<file path="src/rtl/rv32im_pkg.sv">
// Shared rv32im pipeline types: memory size codes, branch funct3 values,
// EX/MEM issue FSM states and the misalignment helper.
package rv32im_pkg;

    localparam int XLEN_DEF = 32;

    localparam logic [1:0] SZ_BYTE = 2'b00;
    localparam logic [1:0] SZ_HALF = 2'b01;
    localparam logic [1:0] SZ_WORD = 2'b10;

    localparam logic [2:0] F3_BEQ  = 3'b000;
    localparam logic [2:0] F3_BNE  = 3'b001;
    localparam logic [2:0] F3_BLT  = 3'b100;
    localparam logic [2:0] F3_BGE  = 3'b101;
    localparam logic [2:0] F3_BLTU = 3'b110;
    localparam logic [2:0] F3_BGEU = 3'b111;

    typedef enum logic {
        ST_RUN,
        ST_MWAIT
    } ex_mem_state_e;

    function automatic logic misaligned(
        input logic [1:0] size,
        input logic [1:0] addr_lo
    );
        return ((size == SZ_HALF) && addr_lo[0])
            || ((size == SZ_WORD) && (addr_lo != 2'b00));
    endfunction

endpackage

</file>
<file path="src/rtl/ex_mem_stage_if.sv">
// EX/MEM to memory-access stage bundle with valid/ready handshake.
// misalign exists only when EX_MEM_MISALIGN_CHECK_EN is defined.
interface ex_mem_stage_if #(
    parameter int XLEN = 32
);
    logic            valid;
    logic            ready;
    logic [XLEN-1:0] result;
    logic [4:0]      rd_addr;
    logic            rd_we;
    logic            re;
    logic            we;
    logic [1:0]      size;
    logic [XLEN-1:0] store_data;
    logic            br_taken;
`ifdef EX_MEM_MISALIGN_CHECK_EN
    logic            misalign;
`endif

    modport master (
        output valid, result, rd_addr, rd_we, re, we,
        output size, store_data, br_taken,
`ifdef EX_MEM_MISALIGN_CHECK_EN
        output misalign,
`endif
        input  ready
    );

    modport slave (
        input  valid, result, rd_addr, rd_we, re, we,
        input  size, store_data, br_taken,
`ifdef EX_MEM_MISALIGN_CHECK_EN
        input  misalign,
`endif
        output ready
    );

endinterface

</file>
<file path="src/rtl/branch_resolve.sv">
// Conditional-branch decision from the ALU lsr/gtr/eql flags.
module branch_resolve
    import rv32im_pkg::*;
(
    input  logic       branch_i,
    input  logic [2:0] br_funct3_i,
    input  logic       lsr_i,
    input  logic       gtr_i,
    input  logic       eql_i,
    output logic       taken_o
);

    logic cond;

    always_comb begin
        cond = 1'b0;
        unique case (br_funct3_i)
            F3_BEQ:           cond = eql_i;
            F3_BNE:           cond = !eql_i;
            F3_BLT, F3_BLTU:  cond = lsr_i;
            F3_BGE, F3_BGEU:  cond = gtr_i || eql_i;
            default:          cond = 1'b0;
        endcase
    end

    assign taken_o = branch_i && cond;

endmodule

</file>
<file path="src/rtl/ex_mem_stage.sv">
// EX/MEM pipeline register with M-extension settle window and branch resolve.
// Optional misaligned-access check: EX_MEM_MISALIGN_CHECK_EN.
module ex_mem_stage
    import rv32im_pkg::*;
#(
    parameter int XLEN       = XLEN_DEF,
    parameter int MDU_CYCLES = 4
) (
    input  logic            clk,
    input  logic            rst,
    input  logic            flush_i,
    input  logic            ex_valid_i,
    output logic            ex_ready_o,
    input  logic [XLEN-1:0] alu_out_i,
    input  logic            lsr_i,
    input  logic            gtr_i,
    input  logic            eql_i,
    input  logic            result_sel_i,
    input  logic [4:0]      rd_addr_i,
    input  logic            rd_we_i,
    input  logic            mem_re_i,
    input  logic            mem_we_i,
    input  logic [1:0]      mem_size_i,
    input  logic [XLEN-1:0] store_data_i,
    input  logic            branch_i,
    input  logic [2:0]      br_funct3_i,
    ex_mem_stage_if.master  mem
);

    localparam bit         MDU_HOLD  = (MDU_CYCLES > 1);
    localparam logic [3:0] HOLD_INIT =
        MDU_HOLD ? 4'(MDU_CYCLES - 2) : 4'd0;

    ex_mem_state_e state_q, state_d;
    logic [3:0]    cnt_q, cnt_d;
    logic          space;
    logic          capture;
    logic          taken;
    logic          acc_re;
    logic          acc_we;

    assign space   = !mem.valid || mem.ready;
    assign capture = ex_valid_i && ex_ready_o && !flush_i;

    always_comb begin
        state_d    = state_q;
        cnt_d      = cnt_q;
        ex_ready_o = 1'b0;
        unique case (state_q)
            ST_RUN: begin
                if (ex_valid_i && result_sel_i && MDU_HOLD) begin
                    state_d = ST_MWAIT;
                    cnt_d   = HOLD_INIT;
                end else begin
                    ex_ready_o = space;
                end
            end
            ST_MWAIT: begin
                ex_ready_o = (cnt_q == 4'd0) && space;
                if (cnt_q != 4'd0)
                    cnt_d = cnt_q - 4'd1;
                if (ex_valid_i && ex_ready_o)
                    state_d = ST_RUN;
            end
            default: begin
                state_d = ST_RUN;
                cnt_d   = 4'd0;
            end
        endcase
        if (flush_i) begin
            state_d = ST_RUN;
            cnt_d   = 4'd0;
        end
    end

    always_ff @(posedge clk or posedge rst) begin
        if (rst) begin
            state_q <= ST_RUN;
            cnt_q   <= 4'd0;
        end else begin
            state_q <= state_d;
            cnt_q   <= cnt_d;
        end
    end

    branch_resolve u_br (
        .branch_i    (branch_i),
        .br_funct3_i (br_funct3_i),
        .lsr_i       (lsr_i),
        .gtr_i       (gtr_i),
        .eql_i       (eql_i),
        .taken_o     (taken)
    );

`ifdef EX_MEM_MISALIGN_CHECK_EN
    logic mis;

    assign mis    = (mem_re_i || mem_we_i)
                 && misaligned(mem_size_i, alu_out_i[1:0]);
    assign acc_re = mem_re_i && !mis;
    assign acc_we = mem_we_i && !mis;

    always_ff @(posedge clk or posedge rst) begin
        if (rst)
            mem.misalign <= 1'b0;
        else if (flush_i)
            mem.misalign <= 1'b0;
        else if (capture)
            mem.misalign <= mis;
    end
`else
    assign acc_re = mem_re_i;
    assign acc_we = mem_we_i;
`endif

    always_ff @(posedge clk or posedge rst) begin
        if (rst) begin
            mem.valid      <= 1'b0;
            mem.result     <= '0;
            mem.rd_addr    <= '0;
            mem.rd_we      <= 1'b0;
            mem.re         <= 1'b0;
            mem.we         <= 1'b0;
            mem.size       <= '0;
            mem.store_data <= '0;
            mem.br_taken   <= 1'b0;
        end else if (flush_i) begin
            mem.valid    <= 1'b0;
            mem.rd_we    <= 1'b0;
            mem.re       <= 1'b0;
            mem.we       <= 1'b0;
            mem.br_taken <= 1'b0;
        end else if (capture) begin
            mem.valid      <= 1'b1;
            mem.result     <= alu_out_i;
            mem.rd_addr    <= rd_addr_i;
            mem.rd_we      <= rd_we_i;
            mem.re         <= acc_re;
            mem.we         <= acc_we;
            mem.size       <= mem_size_i;
            mem.store_data <= store_data_i;
            mem.br_taken   <= taken;
        end else begin
            // br_taken is a one-cycle pulse tied to the capture
            mem.br_taken <= 1'b0;
            if (mem.ready)
                mem.valid <= 1'b0;
        end
    end

endmodule
</file>
<file path="src/flat_wrapper.sv">
// flat-port wrapper written by rule: the top's interface ports become plain ports
module ex_mem_stage_flat import rv32im_pkg::*;
#(
    parameter int XLEN       = XLEN_DEF,
    parameter int MDU_CYCLES = 4
)
  (clk, rst, flush_i, ex_valid_i, ex_ready_o, alu_out_i, lsr_i, gtr_i, eql_i, result_sel_i, rd_addr_i, rd_we_i, mem_re_i, mem_we_i, mem_size_i, store_data_i, branch_i, br_funct3_i, mem_valid, mem_result, mem_rd_addr, mem_rd_we, mem_re, mem_we, mem_size, mem_store_data, mem_br_taken, mem_ready);
  ex_mem_stage_if #(.XLEN(XLEN)) mem_i ();
  input  logic clk;
  input  logic rst;
  input  logic flush_i;
  input  logic ex_valid_i;
  output logic ex_ready_o;
  input  logic [XLEN-1:0] alu_out_i;
  input  logic lsr_i;
  input  logic gtr_i;
  input  logic eql_i;
  input  logic result_sel_i;
  input  logic [4:0] rd_addr_i;
  input  logic rd_we_i;
  input  logic mem_re_i;
  input  logic mem_we_i;
  input  logic [1:0] mem_size_i;
  input  logic [XLEN-1:0] store_data_i;
  input  logic branch_i;
  input  logic [2:0] br_funct3_i;
  output wire logic [$bits(mem_i.valid)-1:0] mem_valid;
  output wire logic [$bits(mem_i.result)-1:0] mem_result;
  output wire logic [$bits(mem_i.rd_addr)-1:0] mem_rd_addr;
  output wire logic [$bits(mem_i.rd_we)-1:0] mem_rd_we;
  output wire logic [$bits(mem_i.re)-1:0] mem_re;
  output wire logic [$bits(mem_i.we)-1:0] mem_we;
  output wire logic [$bits(mem_i.size)-1:0] mem_size;
  output wire logic [$bits(mem_i.store_data)-1:0] mem_store_data;
  output wire logic [$bits(mem_i.br_taken)-1:0] mem_br_taken;
  input wire logic [$bits(mem_i.ready)-1:0] mem_ready;
  assign mem_valid = mem_i.valid;
  assign mem_result = mem_i.result;
  assign mem_rd_addr = mem_i.rd_addr;
  assign mem_rd_we = mem_i.rd_we;
  assign mem_re = mem_i.re;
  assign mem_we = mem_i.we;
  assign mem_size = mem_i.size;
  assign mem_store_data = mem_i.store_data;
  assign mem_br_taken = mem_i.br_taken;
  assign mem_i.ready = mem_ready;
  ex_mem_stage #(.XLEN(XLEN), .MDU_CYCLES(MDU_CYCLES)) u_core (.clk(clk), .rst(rst), .flush_i(flush_i), .ex_valid_i(ex_valid_i), .ex_ready_o(ex_ready_o), .alu_out_i(alu_out_i), .lsr_i(lsr_i), .gtr_i(gtr_i), .eql_i(eql_i), .result_sel_i(result_sel_i), .rd_addr_i(rd_addr_i), .rd_we_i(rd_we_i), .mem_re_i(mem_re_i), .mem_we_i(mem_we_i), .mem_size_i(mem_size_i), .store_data_i(store_data_i), .branch_i(branch_i), .br_funct3_i(br_funct3_i), .mem(mem_i));
endmodule
</file>
<file path="config.mk">
export PLATFORM = sky130hd
export DESIGN_NAME = ex_mem_stage_flat
export DESIGN_NICKNAME = d
export VERILOG_FILES = /design/src/rtl/rv32im_pkg.sv /design/src/rtl/ex_mem_stage_if.sv /design/src/rtl/branch_resolve.sv /design/src/rtl/ex_mem_stage.sv /design/src/flat_wrapper.sv
export SDC_FILE = /design/constraint.sdc
export NUM_CORES = 1
export LEC_CHECK = 0
export ABC_AREA = 1
export ABC_CLOCK_PERIOD_IN_PS = 3900
export CAP_MARGIN = 5
export CORE_MARGIN = 3
export CORE_UTILIZATION = 40
export DETAILED_ROUTE_END_ITERATION = 12
export PLACE_DENSITY = 0.9
export SYNTH_ARGS = -nofsm -noshare
export SYNTH_HDL_FRONTEND = slang
export SYNTH_SLANG_ARGS = --single-unit
</file>
<file path="constraint.sdc">
create_clock -name clk -period 3.9 [get_ports clk]
set_clock_uncertainty 0.1 [all_clocks]
set_input_delay 0.78 -clock clk [delete_from_list [all_inputs] [get_ports clk]]
set_output_delay 0.78 -clock clk [all_outputs]
set_load 0.02 [all_outputs]
</file>
==> results <==
[metrics by stage]
stage / cells / hold slack [ns] / setup WS, ns / power, mW / util [%]
floorplan: 380 / 0.418 / 0.940 / 1.53 / -
global placement: 627 / 0.362 / 0.586 / 1.99 / 63.4
detailed placement: 627 / 0.364 / 0.543 / 2.02 / 63.4
CTS: 643 / 0.387 / 0.543 / 2.66 / 66.1
global route: 643 / 0.399 / 0.427 / 2.77 / 66.1
finish: 643 / 0.385 / 0.542 / 2.63 / 66.1
[cells in the mapped netlist (3+ instances only)]
master	number
sky130_fd_sc_hd__nor2_1	8
sky130_fd_sc_hd__nand2_1	155
sky130_fd_sc_hd__buf_6	7
sky130_fd_sc_hd__a21oi_1	3
sky130_fd_sc_hd__o21ai_0	6
sky130_fd_sc_hd__dfrtp_1	81
sky130_fd_sc_hd__buf_1	8
sky130_fd_sc_hd__buf_2	8
sky130_fd_sc_hd__nand3_1	83
sky130_fd_sc_hd__inv_1	11
[power groups by stage]
stage               combinational, mW  clock [mW]  sequential, mW
global route                    0.965       0.689            1.12
detailed placement              0.911           0            1.11
CTS                             0.912       0.651            1.09
finish                          0.900       0.632            1.09
floorplan                       0.229           0            1.30
global placement                0.890           0            1.10
[worst max-delay path, stage by stage]
cell and delay, ns:
sky130_fd_sc_hd__clkdlybuf4s50_1 0.50, sky130_fd_sc_hd__nand2_1 0.13, sky130_fd_sc_hd__nor2_1 0.06, sky130_fd_sc_hd__nor2_2 0.18, sky130_fd_sc_hd__nand2_1 0.14, sky130_fd_sc_hd__inv_1 0.07, sky130_fd_sc_hd__clkdlybuf4s50_1 0.60
[state kept, by name, indices dropped and copies added (netlist names)]
register	count
u_core.mem.re	1
u_core.mem.br_taken	1
u_core.mem.store_data	32
u_core.mem.we	1
u_core.state_q	1
u_core.mem.valid	1
u_core.mem.rd_we	1
u_core.mem.rd_addr	5
u_core.cnt_q	4
u_core.mem.result	32
u_core.mem.size	2
[cells in the final DEF (no fill, tap or decap)]
cell type / netlist / routed
sky130_fd_sc_hd__clkdlybuf4s50_1: 0 / 163
sky130_fd_sc_hd__nand2_1: 155 / 155
sky130_fd_sc_hd__nand3_1: 83 / 83
sky130_fd_sc_hd__dfrtp_1: 81 / 81
sky130_fd_sc_hd__clkbuf_8: 0 / 11
sky130_fd_sc_hd__inv_1: 11 / 10
sky130_fd_sc_hd__nor2_1: 8 / 8
sky130_fd_sc_hd__o21ai_0: 6 / 6
sky130_fd_sc_hd__buf_4: 0 / 5
sky130_fd_sc_hd__a21oi_1: 3 / 3
sky130_fd_sc_hd__inv_2: 2 / 2
sky130_fd_sc_hd__nand4_1: 2 / 2
sky130_fd_sc_hd__clkinvlp_4: 0 / 2
sky130_fd_sc_hd__nor2_2: 2 / 1
sky130_fd_sc_hd__nor2_4: 0 / 1
sky130_fd_sc_hd__nand4_4: 0 / 1
sky130_fd_sc_hd__xor2_1: 1 / 1
sky130_fd_sc_hd__nor3_1: 1 / 1
sky130_fd_sc_hd__clkinv_2: 0 / 1
sky130_fd_sc_hd__ha_1: 1 / 1
sky130_fd_sc_hd__inv_6: 0 / 1
sky130_fd_sc_hd__clkinv_4: 0 / 1
sky130_fd_sc_hd__bufinv_16: 0 / 1
[cells by family (layout without fill, tap and decap cells)]
kind of cell / count (synthesis) / in the layout / share of synthesized area [%]
DFF: 81 / 81 / 60.3
AOI/OAI and AO/OA: 9 / 9 / 1.34
xor gates and xnor gates: 1 / 1 / 0.261
and+or+nand+nor: 252 / 252 / 31.8
adders and majority gates: 1 / 1 / 0.372
buffers and inverters: 36 / 197 / 5.88
[per-layer routing]
metal / vias up / global-route usage [%] / wire length (µm)
li1: 1527 / - / -
met1: 1522 / 23.0 / 3660
met2: 142 / 33.0 / 4730
met3: 27 / 5.46 / 692
met4: 0 / 8.20 / 250
met5: - / 0 / 0
[worst max path at each step]
stage / start / to / slack [ns]
floorplan: rst / u_core.cnt_q[0] / 0.94
global placement: ex_valid_i / ex_ready_o / 0.59
detailed placement: ex_valid_i / ex_ready_o / 0.54
CTS: ex_valid_i / ex_ready_o / 0.54
global route: ex_valid_i / ex_ready_o / 0.43
finish: ex_valid_i / ex_ready_o / 0.54
[final cells by class]
cell class | instances | area, µm²
clock buffers | 11 | 151
clock inverters | 5 | 62.6
fillers | 635 | 2690
inverters | 13 | 50.0
multi-input cells | 263 | 1150
flip-flops and latches | 81 | 2030
well taps | 102 | 128
repair buffers | 168 | 1670
==> reports/summary.log <==
qor: outcome.outcome completed
qor: power.netSwitchingPower 0.855 mW
qor: drt.viasPerCell 5.00
qor: drt.drt-initial-drc-count 197
qor: synth.avg_cell_area_syn 8.84 µm²
qor: sta.period_minus_slack 3.36 ns
qor: grt.grt-ovfl-total 0
qor: clock_network.clk_pin_slew 0.08 ns
qor: worst_hold_path.timing.hold.worst_path_depth 2
qor: synth.ys_async_sr_fraction 100%
qor: synth.yosys_warnings 0
qor: synth.postSynth.topFlopCell sky130_fd_sc_hd__dfrtp_1
qor: drt.drtPass1Iterations 4
qor: flow_run.cap_violations 0
qor: sta.final.setup.tns 0 ns
qor: critical_path.reg2reg_to u_core.mem.result[1]
qor: power.seq_power_share 41.7%
qor: synth.yosysSeqAreaShare 60.3%
qor: layout.count_of_antenna_diodes_in_the_layout 0
qor: critical_path.critical_path_maximum_fanout 4
qor: synth.area_share_of_the_largest_cell_type_after_synthesis 60.3%
qor: sta.setup_viol_count_final 0
qor: drt.route.vias.total 3218
qor: sta.rsz0062_at_grt false
qor: synth.yosys-top-cells-area sky130_fd_sc_hd__dfrtp_1 60%, sky130_fd_sc_hd__nand2_1 17%, sky130_fd_sc_hd__nand3_1 12%
qor: die.die_width 97.7 µm
qor: layout.stdcell_area 5240 µm²
qor: placed_design.dp_hpwl 6720 µm
qor: clock_network.post_cts_setup_bufs 0
qor: worst_hold_path.worstHoldPathType reg2reg
qor: clock_network.clk_latency 0.33 ns
qor: grt.grt.total_usage 19.4%
qor: clock_network.cts_tree built
qor: layout.drive_gt1_share 4.99%
qor: critical_path.rrSetupSlack 1.47 ns
qor: critical_path.worstReg2RegStart u_core.cnt_q[0]
qor: synth.synthesis.area 3360 µm²
qor: power.cellLeakagePower 2.53 nW
qor: placed_design.placedInstanceArea 5020 µm²
qor: critical_path.arrival 2.48 ns
qor: worst_hold_path.hp-start u_core.mem.store_data[21]
qor: grt.pin_count_of_the_biggest_net_entering_global_routing 82
qor: grt.grt_antenna_before_repair 0
qor: placed_design.port_buffers 163
qor: power.power.combinational.fraction 34.3%
qor: die.design.die.area 9540 µm²
qor: sta.timing.final.hold_violations 0
qor: critical_path.endpoint_type_of_the_worst_setup_path output pin
qor: die.core_area 7930 µm²
qor: placed_design.gp_congestion 0.809
qor: clock_network.cts.path.max_buffers 2
qor: critical_path.worstPathRequired 3.02 ns
qor: sta.relSlewSlack 29.0%
qor: critical_path.depth_of_the_most_critical_reg_to_reg_path 7
qor: drt.totalWireLength 9340 µm
qor: clock_network.cts_hold_buffers 0
qor: clock_network.clock_buffer_count_from_cts 9
qor: power.power_switching_share 32.6%
qor: power.vdd.ir_drop.worst 0.308 mV
qor: critical_path.critical_path_class in2out
qor: worst_hold_path.whs_endpoint u_core.mem.store_data[21]
qor: die.floorplan.die.height 97.7 µm
qor: clock_network.cts_root_buf sky130_fd_sc_hd__clkbuf_8
qor: power.clock_power_share 24.1%
qor: die.start_util 42.4%
qor: grt.grt_pass1_wl 15200 µm
qor: power.cellPowerDensity 502 nW/µm²
qor: synth.netlist_instances 380
qor: power.internal_portion_of_total_power 1.77 mW
qor: sta.peak_freq 0.298 GHz
qor: drt.drt-wirelength-per-cell 14.5 µm
qor: sta.period_share 86.1%
qor: clock_network.cts_sinks 81
qor: synth.number_of_nets_in_the_synthesized_netlist 468
qor: layout.nNetsFinal 624
qor: die.ports_placed_on_the_boundary 164
qor: drt.postRouteAntennaNets 0
qor: sta.timing.final.max_slew_violations 0
qor: synth.postSynthRegisterBits 81
qor: layout.layout-area-overhead-vs-synth 55.8%
qor: grt.vias_in_the_first_global_route 3169
qor: synth.post-synth-top-area-cell sky130_fd_sc_hd__dfrtp_1
qor: synth.synth.distinct_cells 17
qor: clock_network.h_tree_depth 3
qor: synth.edff_count_synth 0
qor: clock_network.cts_resized 0
qor: die.num_rows 32
qor: sta.tightest_slew 1.07 ns
qor: drt.drc 0
qor: critical_path.start_kind primary input
(Power assumes the default switching activity.)
